<file path="config.mk">
export PLATFORM = sky130hd
export DESIGN_NAME = fetch_prefetch_buffer_flat
export DESIGN_NICKNAME = d
export VERILOG_FILES = /design/src/rtl/fetch_pkg.sv /design/src/rtl/fetch_prefetch_buffer_if.sv /design/src/rtl/fetch_fifo.sv /design/src/rtl/fetch_prefetch_buffer.sv /design/src/flat_wrapper.sv
export SDC_FILE = /design/constraint.sdc
export NUM_CORES = 1
export LEC_CHECK = 0
export ABC_AREA = 1
export BUFFER_PORTS_ARGS = -buffer_cell sky130_fd_sc_hd__buf_2
export CAP_MARGIN = 20
export CELL_PAD_IN_SITES_DETAIL_PLACEMENT = 1
export CELL_PAD_IN_SITES_GLOBAL_PLACEMENT = 2
export CORE_MARGIN = 2
export CORE_UTILIZATION = 35
export DETAILED_ROUTE_END_ITERATION = 6
export GPL_TIMING_DRIVEN = 0
export PLACE_DENSITY_LB_ADDON = 0.1
export SYNTH_ARGS = -nofsm -noshare
export SYNTH_HDL_FRONTEND = slang
export SYNTH_HIERARCHICAL = 1
export SYNTH_SLANG_ARGS = --single-unit
export TNS_END_PERCENT = 30
</file>
<file path="constraint.sdc">
create_clock -name clk -period 11.6 [get_ports clk]
set_input_delay 2.32 -clock clk [delete_from_list [all_inputs] [get_ports clk]]
set_output_delay 2.32 -clock clk [all_outputs]
set_load 0.03 [all_outputs]
</file>
<file path="src/rtl/fetch_pkg.sv">
// Shared definitions for the fetch front-end.
//   RESET_PC_DEFAULT : first fetch address after reset
//   INSTR_BYTES      : PC increment per fetched instruction
//   NOP_INSTR        : MIPS NOP encoding, also the cleared-storage value
//   fetch_entry_t    : one prefetch queue entry {pc, instr}
package fetch_pkg;

  localparam logic [31:0] RESET_PC_DEFAULT = 32'h0000_3000;
  localparam int          INSTR_BYTES      = 4;
  localparam logic [31:0] NOP_INSTR        = 32'h0000_0000;

  typedef struct packed {
    logic [31:0] pc;
    logic [31:0] instr;
  } fetch_entry_t;

endpackage

</file>
<file path="src/rtl/fetch_prefetch_buffer_if.sv">
// Bus bundle of the fetch front-end: instruction-memory request/response,
// redirect input from branch resolution and the decode-side output handshake.
//
// Handshake: the head entry transfers to decode in a cycle where
// out_valid && out_ready are both 1 at the rising edge. out_valid does not
// depend on out_ready. Instruction memory has no ready: a request with
// imem_req_valid=1 in cycle t is always answered on imem_rsp_data in cycle t+1.
//
// Modports:
//   master : the fetch unit (drives requests and the decode-side outputs)
//   slave  : the environment (memory, branch unit, decode)
interface fetch_prefetch_buffer_if #(
  parameter int ADDR_W  = 32,
  parameter int INSTR_W = 32,
  parameter int DEPTH   = 4
);
  localparam int CNT_W = $clog2(DEPTH + 1);

  logic               imem_req_valid;
  logic [ADDR_W-1:0]  imem_req_addr;
  logic [INSTR_W-1:0] imem_rsp_data;
  logic               redirect_valid;
  logic [ADDR_W-1:0]  redirect_pc;
  logic               out_valid;
  logic [INSTR_W-1:0] out_instr;
  logic [ADDR_W-1:0]  out_pc;
  logic               out_ready;
  logic [CNT_W-1:0]   count;

  modport master (
    output imem_req_valid, imem_req_addr, out_valid, out_instr, out_pc, count,
    input  imem_rsp_data, redirect_valid, redirect_pc, out_ready
  );

  modport slave (
    input  imem_req_valid, imem_req_addr, out_valid, out_instr, out_pc, count,
    output imem_rsp_data, redirect_valid, redirect_pc, out_ready
  );

endinterface

</file>
<file path="src/rtl/fetch_fifo.sv">
// DEPTH-entry synchronous FIFO holding prefetched {pc, instr} entries.
//   clk, reset : clock and asynchronous active-high reset
//   push/push_data : write an entry at the tail
//   pop        : drop the head entry (caller guarantees non-empty)
//   flush      : empty the queue; overrides push and pop in the same cycle
//   head       : current head entry (stale storage when empty)
//   count      : number of occupied entries
module fetch_fifo
  import fetch_pkg::*;
#(
  parameter int  DEPTH   = 4,
  parameter type entry_t = fetch_entry_t
) (
  input  logic                       clk,
  input  logic                       reset,
  input  logic                       push,
  input  entry_t                     push_data,
  input  logic                       pop,
  input  logic                       flush,
  output entry_t                     head,
  output logic [$clog2(DEPTH+1)-1:0] count
);

  localparam int PW = $clog2(DEPTH);
  localparam int CW = $clog2(DEPTH + 1);

  entry_t        mem [DEPTH];
  logic [PW-1:0] wr_ptr;
  logic [PW-1:0] rd_ptr;

  assign head = mem[rd_ptr];

  // Pointers wrap naturally since DEPTH is a power of two.
  always_ff @(posedge clk or posedge reset) begin
    if (reset) begin
      wr_ptr <= '0;
      rd_ptr <= '0;
      count  <= '0;
      for (int i = 0; i < DEPTH; i++) mem[i] <= '0;
    end else if (flush) begin
      wr_ptr <= '0;
      rd_ptr <= '0;
      count  <= '0;
    end else begin
      if (push) begin
        mem[wr_ptr] <= push_data;
        wr_ptr      <= wr_ptr + PW'(1);
      end
      if (pop) rd_ptr <= rd_ptr + PW'(1);
      case ({push, pop})
        2'b10:   count <= count + CW'(1);
        2'b01:   count <= count - CW'(1);
        default: count <= count;
      endcase
    end
  end

endmodule

</file>
<file path="src/rtl/fetch_prefetch_buffer.sv">
// Fetch front-end: PC generator, single-cycle instruction-memory request
// port and a DEPTH-entry prefetch queue feeding decode.
//   clk   : rising-edge clock
//   reset : asynchronous active-high reset
//   bus   : fetch_prefetch_buffer_if.master (imem request/response,
//           redirect, decode-side valid/ready output, occupancy count)
// A request is issued only when the queue plus the one possible in-flight
// response still fits, so the queue can never overflow. A redirect flushes
// the queue, drops any in-flight response and restarts fetch at redirect_pc.
module fetch_prefetch_buffer
  import fetch_pkg::*;
#(
  parameter logic [31:0] RESET_PC = RESET_PC_DEFAULT,
  parameter int          DEPTH    = 4,
  parameter int          ADDR_W   = 32,
  parameter int          INSTR_W  = 32
) (
  input  logic                    clk,
  input  logic                    reset,
  fetch_prefetch_buffer_if.master bus
);

  localparam int CNT_W = $clog2(DEPTH + 1);

  typedef struct packed {
    logic [ADDR_W-1:0]  pc;
    logic [INSTR_W-1:0] instr;
  } entry_t;

  logic [ADDR_W-1:0] fetch_pc;
  logic              inflight;
  logic [ADDR_W-1:0] inflight_pc;

  logic              issue;
  logic              push;
  logic              pop;
  logic              valid_head;
  logic [CNT_W:0]    used;
  logic [CNT_W-1:0]  fifo_count;
  entry_t            push_data;
  entry_t            head;

  // Credit: occupied entries plus the response still on its way. A pop in
  // the same cycle is deliberately not credited back.
  assign used  = {1'b0, fifo_count} + (CNT_W+1)'(inflight);
  assign issue = !bus.redirect_valid && (used < (CNT_W+1)'(DEPTH));

  assign valid_head = (fifo_count != '0) && !bus.redirect_valid;
  assign pop        = valid_head && bus.out_ready;
  assign push       = inflight && !bus.redirect_valid;

  assign push_data.pc    = inflight_pc;
  assign push_data.instr = bus.imem_rsp_data;

  assign bus.imem_req_valid = !reset && issue;
  assign bus.imem_req_addr  = fetch_pc;
  assign bus.out_valid      = !reset && valid_head;
  assign bus.out_pc         = head.pc;
  assign bus.out_instr      = head.instr;
  assign bus.count          = fifo_count;

  always_ff @(posedge clk or posedge reset) begin
    if (reset) begin
      fetch_pc    <= ADDR_W'(RESET_PC);
      inflight    <= 1'b0;
      inflight_pc <= '0;
    end else if (bus.redirect_valid) begin
      fetch_pc <= bus.redirect_pc;
      inflight <= 1'b0;
    end else begin
      inflight <= issue;
      if (issue) begin
        inflight_pc <= fetch_pc;
        fetch_pc    <= fetch_pc + ADDR_W'(INSTR_BYTES);
      end
    end
  end

  fetch_fifo #(
    .DEPTH   (DEPTH),
    .entry_t (entry_t)
  ) u_fifo (
    .clk       (clk),
    .reset     (reset),
    .push      (push),
    .push_data (push_data),
    .pop       (pop),
    .flush     (bus.redirect_valid),
    .head      (head),
    .count     (fifo_count)
  );

endmodule

</file>
<file path="src/flat_wrapper.sv">
// flat-port wrapper written by rule: the top's interface ports become plain ports
module fetch_prefetch_buffer_flat import fetch_pkg::*;
#(
  parameter logic [31:0] RESET_PC = RESET_PC_DEFAULT,
  parameter int          DEPTH    = 4,
  parameter int          ADDR_W   = 32,
  parameter int          INSTR_W  = 32
)
  (clk, reset, bus_imem_req_valid, bus_imem_req_addr, bus_out_valid, bus_out_instr, bus_out_pc, bus_count, bus_imem_rsp_data, bus_redirect_valid, bus_redirect_pc, bus_out_ready);
  fetch_prefetch_buffer_if #(.ADDR_W(ADDR_W), .INSTR_W(INSTR_W), .DEPTH(DEPTH)) bus_i ();
  input  logic clk;
  input  logic reset;
  output wire logic [$bits(bus_i.imem_req_valid)-1:0] bus_imem_req_valid;
  output wire logic [$bits(bus_i.imem_req_addr)-1:0] bus_imem_req_addr;
  output wire logic [$bits(bus_i.out_valid)-1:0] bus_out_valid;
  output wire logic [$bits(bus_i.out_instr)-1:0] bus_out_instr;
  output wire logic [$bits(bus_i.out_pc)-1:0] bus_out_pc;
  output wire logic [$bits(bus_i.count)-1:0] bus_count;
  input wire logic [$bits(bus_i.imem_rsp_data)-1:0] bus_imem_rsp_data;
  input wire logic [$bits(bus_i.redirect_valid)-1:0] bus_redirect_valid;
  input wire logic [$bits(bus_i.redirect_pc)-1:0] bus_redirect_pc;
  input wire logic [$bits(bus_i.out_ready)-1:0] bus_out_ready;
  assign bus_imem_req_valid = bus_i.imem_req_valid;
  assign bus_imem_req_addr = bus_i.imem_req_addr;
  assign bus_out_valid = bus_i.out_valid;
  assign bus_out_instr = bus_i.out_instr;
  assign bus_out_pc = bus_i.out_pc;
  assign bus_count = bus_i.count;
  assign bus_i.imem_rsp_data = bus_imem_rsp_data;
  assign bus_i.redirect_valid = bus_redirect_valid;
  assign bus_i.redirect_pc = bus_redirect_pc;
  assign bus_i.out_ready = bus_out_ready;
  fetch_prefetch_buffer #(.RESET_PC(RESET_PC), .DEPTH(DEPTH), .ADDR_W(ADDR_W), .INSTR_W(INSTR_W)) u_core (.clk(clk), .reset(reset), .bus(bus_i));
endmodule
</file>
# [Yosys cells after proc, flatten, opt, wreduce, memory -nomap -nowiden]
# Cells that the tools add are included.
[classes] n_reduce_logical=16 addsub=6 bitwise_logic=3 eq_ne=2 mux=15 order_cmp=4
[ops] cell="$bwmux W256" n=1
[ops] cell="$mux W64" n=3
[ops] cell="$bmux W64 S2" n=1
[ops] cell="$demux W64 S2" n=1
[ops] cell="$mux W32" n=2
[ops] cell="$add A32 B3 Y32 const B" n=1
[ops] cell="$mux W2" n=4
[ops] cell="$logic_and A1 B1 Y1" n=7
[ops] cell="$ge A3 B3 Y1 const B" n=2
[ops] cell="$not A2 Y3" n=2
[ops] cell="$pmux W3 S2" n=1
[ops] cell="$reduce_bool A2 Y1" n=3
[ops] cell="$reduce_bool A3 Y1" n=2
[ops] cell="$add A2 B1 Y2 const B" n=2
[ops] cell="$add A3 B1 Y4" n=1
[ops] cell="$lt A4 B3 Y1 const B" n=1
[ops] cell="$reduce_and A2 Y1" n=2
[ops] cell="$add A3 B1 Y3 const B" n=1
[ops] cell="$lt A3 B1 Y1 const B" n=1
[ops] cell="$mux W3" n=1
[ops] cell="$sub A3 B1 Y3 const B" n=1
[ops] cell="$eq A2 B1 Y1 const B" n=1
[ops] cell="$eq A2 B2 Y1 const B" n=1
[ops] cell="$logic_not A1 Y1" n=2
[ops] cell="other kinds (2)" n=2
[totals] elab_cells=60 output_inout_bits=101 reg_bits=328

# [Logic depth before layout (Yosys ltp)]
# Gate-level depths: netlist (run 1).
[logic_depth] word_depth=6 mapped_depth=15

# [Cells and area by module]
# The synthesis (run 1) kept the hierarchy.
[modules_own_cells] module="fetch_fifo" instances=1 cells_per_inst=1307 area_per_inst_um2=11262.1 seq_area_each_um2=6581.3
[modules_own_cells] module="fetch_prefetch_buffer" instances=1 cells_per_inst=503 area_per_inst_um2=3654.8 seq_area_each_um2=1629.1

# [Least setup slack after synthesis (run 1)]
# OpenSTA, ideal clock, no wires.
[synth_path] kind="input port to output port" from="in bus_redirect_valid" to="out bus_out_valid" t_arrival_ns=3.313 cell_stages=5 path_buffers=2 setup_slack_ns=5.967 required_ns=9.280 cell_sequence="buf_2 > inv_2 > buf_2 > o31ai_1 > nor2_1"
[synth_via] elab_chain_cells=3
[synth_rtl] item="from (decl)" line="flat_wrapper.sv:20" rtl="input wire logic [$bits(bus_i.redirect_valid)-1:0] bus_redirect_valid;"
[synth_rtl] item="$logic_not A1 Y1" line="fetch_prefetch_buffer.sv:48" rtl="assign valid_head = (fifo_count != '0) && !bus.redirect_valid;"
[synth_rtl] item="$logic_and A1 B1 Y1" line="fetch_prefetch_buffer.sv:48"
[synth_rtl] item="$logic_and A1 B1 Y1" line="fetch_prefetch_buffer.sv:57" rtl="assign bus.out_valid = !reset && valid_head;"
[synth_rtl] item="to (decl)" line="flat_wrapper.sv:15" rtl="output wire logic [$bits(bus_i.out_valid)-1:0] bus_out_valid;"
# No other way between the ends.

# [Final worst setup path (run 1)]
# Ends and elaborated chain as after synthesis.

==> results of run 1 <==
## power by group through the flow
| stage | Sequential, W | Clock [W] | Combinational, W |
|---|---|---|---|
| final | 0.00143 | 0.00121 | 0.000664 |
| after global routing | 0.00145 | 0.00130 | 0.000741 |
| after CTS | 0.00143 | 0.00125 | 0.000674 |
| after detailed placement | 0.00145 | 0 | 0.000671 |
| after global placement | 0.00145 | 0 | 0.000651 |
| after floorplan | 0.00144 | 0 | 0.000431 |
## flip-flops by register name (all words and copies together) (netlist names)
name and cells:
u_core/u_fifo/count 3, u_core/bus.imem_req_addr 32, u_core/u_fifo/rd_ptr 2, u_core/u_fifo/mem 256
u_core/inflight_pc 32, u_core/inflight 1, u_core/u_fifo/wr_ptr 2
## stage by stage
stage	util [%]	hold slack (ns)	power, W	instance area (µm²)
3_3_place_gp	39.1	0.461	0.00210	16400
3_5_place_dp	39.3	0.468	0.00212	16500
6_report	42.3	0.476	0.00331	17800
4_1_cts	42.3	0.482	0.00336	17800
5_1_grt	42.3	0.498	0.00349	17800
2_1_floorplan	-	0.442	0.00187	14900
## routing by layer
layer	global-route usage, %	vias up	routed length, µm
met3	3.90	68	2140
met5	0	-	0
met1	32.1	6611	24100
met4	6.70	0	1240
met2	40.7	248	24800
li1	-	6355	-
## cell families after synthesis
family	synth area share, %
AND/OR/NAND/NOR	19.4
AO/OA/AOI/OAI	18.2
flip-flops	55.0
buffers and inverters	6.63
adder cells (fa/ha/maj)	0.554
XOR/XNOR	0.176
## cell usage after synthesis
library cell / instances
a211oi_1: 2
a21oi_1: 17
a22o_1: 1
a22oi_1: 1
a31oi_1: 1
and2_1: 2
buf_1: 2
buf_2: 42
buf_4: 5
buf_6: 1
clkbuf_1: 64
clkbuf_8: 1
dfrtp_1: 326
dfstp_2: 2
fa_1: 1
ha_1: 5
inv_1: 121
inv_2: 4
nand2_1: 449
nand2_2: 5
nand2_4: 4
nand3_1: 34
nand3_2: 2
nand4_1: 5
nor2_1: 197
nor2_2: 3
nor2_4: 8
nor2_8: 2
nor3_1: 1
o211ai_1: 5
o21ai_0: 413
o21ai_1: 14
o21bai_1: 1
o22ai_1: 65
o31ai_1: 1
xor2_1: 3
## layout make-up
| cell class | count | share of cell area, % |
|---|---|---|
| clock buffer | 56 | 6.48 |
| clock inverter | 17 | 0.626 |
| sequential | 328 | 46.2 |
| buffer | 115 | 2.93 |
| inverter | 125 | 2.69 |
| multi-input combinational | 1242 | 32.1 |
| timing repair buffer | 171 | 5.19 |
| tap | 539 | 3.79 |
## worst max path at each step
stage	startpoint	end	slack, ns
after floorplan	reset	u_core/u_fifo/count[0]	2.04
after global placement	reset	u_core/u_fifo/mem[213]	-1.75
after detailed placement	bus_redirect_valid	bus_out_valid	5.53
after CTS	bus_redirect_valid	bus_out_valid	5.54
after global routing	bus_redirect_valid	bus_out_valid	5.43
final	bus_redirect_valid	bus_out_valid	5.52
## critical path, stage by stage
cell     delay [ns]
buf_2          0.18
buf_2          0.21
inv_2          0.15
buf_2          0.30
o31ai_1        0.24
nor2_1         0.14
buf_2          0.21
==> summary.txt, run 1 <==
Floorplan
  • Starting Density: around 35%
  • Core area: 42,000 µm²
  • Die X: 210 µm
  • Die area: between 40,000 and 50,000 µm²
  • Die Span Y: 210 µm
  • Total I/O pin count: 169
  • Std-Cell Rows: 75

GRT
  • First-pass GRT wire length: between 80,000 and 90,000 µm
  • Total congestion overflow: 0
  • Vias in the first global route: 14,200
  • Initial antenna violation count: 0
  • GRT Total Usage: 24.1%
  • Largest net degree at the start of global routing: 78

Run
  • Max-cap violations: 0

Critical path
  • Reg2reg setup slack: around 9 ns
  • Worst reg2reg path endpoint: u_core/u_fifo/count[2]
  • Reg2Reg Launch Point: u_core/u_fifo/count[1]
  • CP endpoint kind: output port
  • Worst Reg-to-Reg Cells: 11
  • WS Path Type: in -> out
  • Worst setup SP type: input port
  • Crit path max fanout: 10
  • CP arrival: 3.76 ns
  • CP required: 9.28 ns

STA
  • Setup_tns: 0 ns
  • Final period util: a little over half
  • RSZ-0062 raised after global routing: false
  • Final Setup Violations: 0
  • Final Hold Vio Count: 0
  • Slew Viols, Final: 0
  • Final setup margin: roughly 5.5 ns
  • Worst Skew: between 0.015 and 0.02 ns
  • Fmax: 164 MHz
  • Rel. slew slack: 42.7%
  • Min Tclk post-route: 6.08 ns
  • Worst-margin pin slew: 0.859 ns

Worst hold path
  • Worst hold stages: 2
  • Hold_sp: u_core/u_fifo/mem[121]
  • HP Class: reg -> reg
  • Worst Hold Path EP: u_core/u_fifo/mem[121]

Pwr
  • Switch Pwr: between 0.001 and 0.0015 W
  • P_int: 0.00222 W
  • Switch share: between 30% and 40%
  • Leak: between 8 and 9 nW
  • Clk pwr share: 36.6%
  • Peak VDD IR: 0.0891 mV
  • Comb pwr share: 20.1%
  • Pwr Density: 186 nW/µm²
  • Flop pwr share: 43.3%

Final layout
  • Most frequent cells in the layout: nand2_1, o21ai_0, dfrtp_1
  • Finished Layout Cells: 2,593
  • Footprint of the multi-input gates: about 5700 µm²
  • Most common cell after layout, fill and taps aside: nand2_1
  • Antenna Cells: 0
  • Filler cells: 5,105
  • Area delta synth->final: 19.3%
  • Final #Nets: around 2,100
  • FF/Latch Area: 8210 µm²
  • Share of layout cells above drive strength 1: between 10% and 20%

Drt
  • Via count: approximately 13,000
  • Avg WL per Cell: 20.2 µm
  • Drt drc: 0
  • Final ANT Viol Nets: 0
  • Vias per cell: 5.12
  • Total Wirelength: 52,300 µm
  • DRT Pass-1 Iters: 5
  • Initial DRC count: 702

Logic synthesis
  • Top cells by area, synth: dfrtp_1, o21ai_0, nand2_1
  • Avg Inst Size Synth: a little over 8 µm²
  • Register area share after synthesis: between 50% and 60%
  • Synth top area share: 54.7%
  • Post-synthesis cell type count: 36
  • Mapped Nets: 1,884
  • Yosys warnings: 6
  • Leading area contributor after synthesis: dfrtp_1
  • Post-synthesis instance total: 1,810
  • Synthesized cell area: 14,900 µm²
  • Yosys reg bits: between 300 and 400

Place
  • Post-place setup slack: around 5.5 ns
  • I/O Buffers: 168
  • Placed cell count: 2,520
  • DP HPWL: 36,500 µm
  • Routability congestion estimate: ~0.84

Clock network
  • CTS H-Tree Depth: 2
  • Clock-pin slew on the worst setup and hold paths: 0.06 ns
  • Max Buffers Root-to-Sink: 3
  • Post-CTS Setup Inserts: 0
  • Resize count post-CTS: 0
  • CTS tree: yes
  • Worst-Skew Late Latency: between 0.5 and 0.6 ns
  • Clock buffer count from CTS: 40
  • Root buf cell: clkbuf_16
  • CTS sink cnt: roughly 330
  • Hold buffer count at CTS: 0

Run status
  • Outcome: complete, no violations
No activity file was read; power rests on OpenSTA's default activity.
==> run 2, diff against run 1 <==
==> constraint.sdc (replaced) <==
create_clock -name clk -period 5.8 [get_ports clk]
set_input_delay 1.16 -clock clk [delete_from_list [all_inputs] [get_ports clk]]
set_output_delay 1.16 -clock clk [all_outputs]
set_load 0.03 [all_outputs]
==> run 2 against run 1 <==
Design area grew 0.57%. Flip-flop and latch count is the same. Register-to-register slack lost 5.7 ns. Combinational power grew 100%. Count of clock-buffer cells in the layout shrank 1. Core utilization grew 0.24 points. Wire length shrank 0.11%. Non-clock buffer count grew 4. Worst hold slack lost 0.0033 ns. Critical path type is now reg -> out.
==> summary.txt, run 2 (synthesis results as in run 1) <==
Drt
  • Final ANT Viol Nets: 0 (unchanged)
  • DRT Pass-1 Iters: 4 (was 5)
  • Via count: 13,300 (about the same)
  • Initial DRC count: 707 (was 702)
  • Avg WL per Cell: 20.1 µm (was 20.2 µm)
  • Total Wirelength: 52,200 µm (was 52,300 µm)
  • Vias per cell: 5.14 (was 5.12)
  • Drt drc: 0 (unchanged)

STA
  • Final Setup Violations: 0 (unchanged)
  • Rel. slew slack: 43.5% (was 42.7%)
  • Fmax: around 250 MHz
  • Slew Viols, Final: 0 (unchanged)
  • Setup_tns: 0 ns (unchanged)
  • Hold WS: 0.473 ns (was 0.476 ns)
  • Final period util: 70.0%
  • Min Tclk post-route: 4.06 ns
  • RSZ-0062 raised after global routing: false (unchanged)
  • Worst Skew: 0.0198 ns (was 0.0179 ns)
  • Final Hold Vio Count: 0 (unchanged)
  • Worst-margin pin slew: 0.847 ns (was 0.859 ns)

Final layout
  • Most common cell after layout, fill and taps aside: nand2_1 (unchanged)
  • Final #Nets: 2,101 (was 2,097)
  • Number of flip-flops in the largest register: 256 (unchanged)
  • Filler cells: 5,172 (was 5,105)
  • Most frequent cells in the layout: nand2_1, o21ai_0, dfrtp_1 (unchanged)
  • Antenna Cells: 0 (unchanged)
  • Core Util, Final: 42.6% (was 42.3%)
  • Area delta synth->final: 19.9% (was 19.3%)
  • Most flops, register: u_core/u_fifo/mem (unchanged)
  • Share of layout cells above drive strength 1: 15.5% (was 15.4%)

Worst hold path
  • Worst Hold Path EP: u_core/inflight_pc[9] (was u_core/u_fifo/mem[121])
  • Worst hold stages: 2 (unchanged)
  • HP Class: reg -> reg (unchanged)
  • Hold_sp: u_core/inflight_pc[9] (was u_core/u_fifo/mem[121])

Clock network
  • Clock buffer count from CTS: 40 (unchanged)
  • Resize count post-CTS: 0 (unchanged)
  • Worst-Skew Late Latency: 0.56 ns (about the same)
  • Clock-pin slew on the worst setup and hold paths: 0.06 ns (about the same)
  • Root buf cell: clkbuf_16 (unchanged)
  • Post-CTS Setup Inserts: 0 (unchanged)
  • Hold buffer count at CTS: 0 (unchanged)
  • CTS sink cnt: 328 (unchanged)
  • Max Buffers Root-to-Sink: 3 (unchanged)
  • CTS tree: yes (unchanged)
  • CTS H-Tree Depth: 2 (unchanged)

Critical path
  • Reg2reg setup slack: 3.34 ns (was 9.07 ns)
  • Worst setup SP type: register (was input port)
  • Crit path depth: 6 (was 7)
  • CP Buf/Inv Count: 4 (was 5)
  • Worst reg2reg path endpoint: u_core/u_fifo/count[2] (unchanged)
  • WS Path Type: reg -> out (was in -> out)
  • CP Launch Point: u_core/u_fifo/rd_ptr[1] (was bus_redirect_valid)
  • Slowest cell on crit path: clkbuf_1 (was buf_2)
  • Most used cell, CP: clkbuf_1 (was buf_2)
  • Crit path cell chain: inv_1, clkbuf_1, clkbuf_1, o21ai_0, o22ai_1, buf_2 (was buf_2, buf_2, inv_2, buf_2, o31ai_1, nor2_1, buf_2)
  • CP required: 4.64 ns (was 9.28 ns)
  • Crit path max fanout: 10 (unchanged)
  • CP arrival: 2.90 ns (was 3.76 ns)
  • Delay-heaviest family, CP: buffers and inverters (unchanged)
  • Reg2Reg Launch Point: u_core/u_fifo/count[1] (unchanged)
  • CP endpoint kind: output port (unchanged)
  • Worst Reg-to-Reg Cells: 12 (was 11)
  • Slowest stage delay, CP: 0.59 ns (was 0.30 ns)

Place
  • I/O Buffers: 168 (unchanged)
  • Routability congestion estimate: 0.847 (was 0.841)
  • DP HPWL: 36,700 µm (was 36,500 µm)

Floorplan
  • Die area: 44,300 µm² (unchanged)
  • Total I/O pin count: 169 (unchanged)
  • Core area: 42,000 µm² (unchanged)
  • Die X: 210 µm (unchanged)
  • Starting Density: 35.5% (unchanged)
  • Die Span Y: 210 µm (unchanged)
  • Std-Cell Rows: 75 (unchanged)

GRT
  • Vias in the first global route: 14,100 (was 14,200)
  • Initial antenna violation count: 0 (unchanged)
  • Largest net degree at the start of global routing: 66 (was 78)
  • Total congestion overflow: 0 (unchanged)
  • GRT Total Usage: 24.2% (was 24.1%)
  • First-pass GRT wire length: 82,200 µm (unchanged)

Run
  • Max-cap violations: 0 (unchanged)

Run status
  • Outcome: complete, no violations (unchanged)

Pwr
  • Pwr Density: 375 nW/µm² (was 186 nW/µm²)
  • Leak: 8.81 nW (was 8.75 nW)
  • Total power: 0.00672 W (was 0.00331 W)
  • Peak VDD IR: 0.202 mV (was 0.0891 mV)
run 2: final cells by class:
| class | instances | area [µm²] | area share (%) |
|---|---|---|---|
| plain buffers | 115 | 520 | 2.91 |
| inverters | 125 | 475 | 2.66 |
| well taps | 539 | 674 | 3.77 |
| clock buffers | 55 | 1170 | 6.53 |
| flip-flops and latches | 328 | 8210 | 45.9 |
| clock inverters | 13 | 143 | 0.797 |
| multi-input cells | 1242 | 5720 | 32.0 |
| repair buffers | 175 | 981 | 5.48 |
run 2: where the power goes:
group | internal, W | leakage [nW] | switching, W
Sequential | 0.00264 | 4.27 | 0.000219
Clock | 0.00153 | 0.654 | 0.000989
Combinational | 0.000402 | 3.89 | 0.000928
Total | 0.00458 | 8.81 | 0.00214
run 2: worst max-delay path by stage:
stage	endpoint	slack, ns
final	bus_out_pc[10]	1.74
after CTS	bus_out_pc[10]	1.67
after floorplan	u_core/u_fifo/count[0]	1.17
after global routing	bus_out_pc[18]	1.60
after detailed placement	bus_out_valid	2.02
after global placement	u_core/u_fifo/mem[21]	-0.81
run 2: per-layer routing:
metal  vias to the layer above  GRT usage, %  routed length, µm
met4                         0          6.29               1000
met1                      6658          32.4              24100
met3                        61          3.89               2050
li1                       6358             -                  -
met2                       237          40.9              25100
met5                         -             0                  0
run 2: worst min-delay path, cell delays in order (launching register included):
cell	delay [ns]
dfrtp_1	0.34
nand2_1	0.05
nand2_1	0.05
run 2: per-stage QoR:
step | setup WS [ns] | instance area, µm² | instances
after CTS | 1.67 | 17900 | 2592
after detailed placement | 2.02 | 16600 | 2524
final | 1.74 | 17900 | 2592
after global routing | 1.60 | 17900 | 2592
after global placement | -0.809 | 16400 | 2517
after floorplan | 1.17 | 14900 | 1810
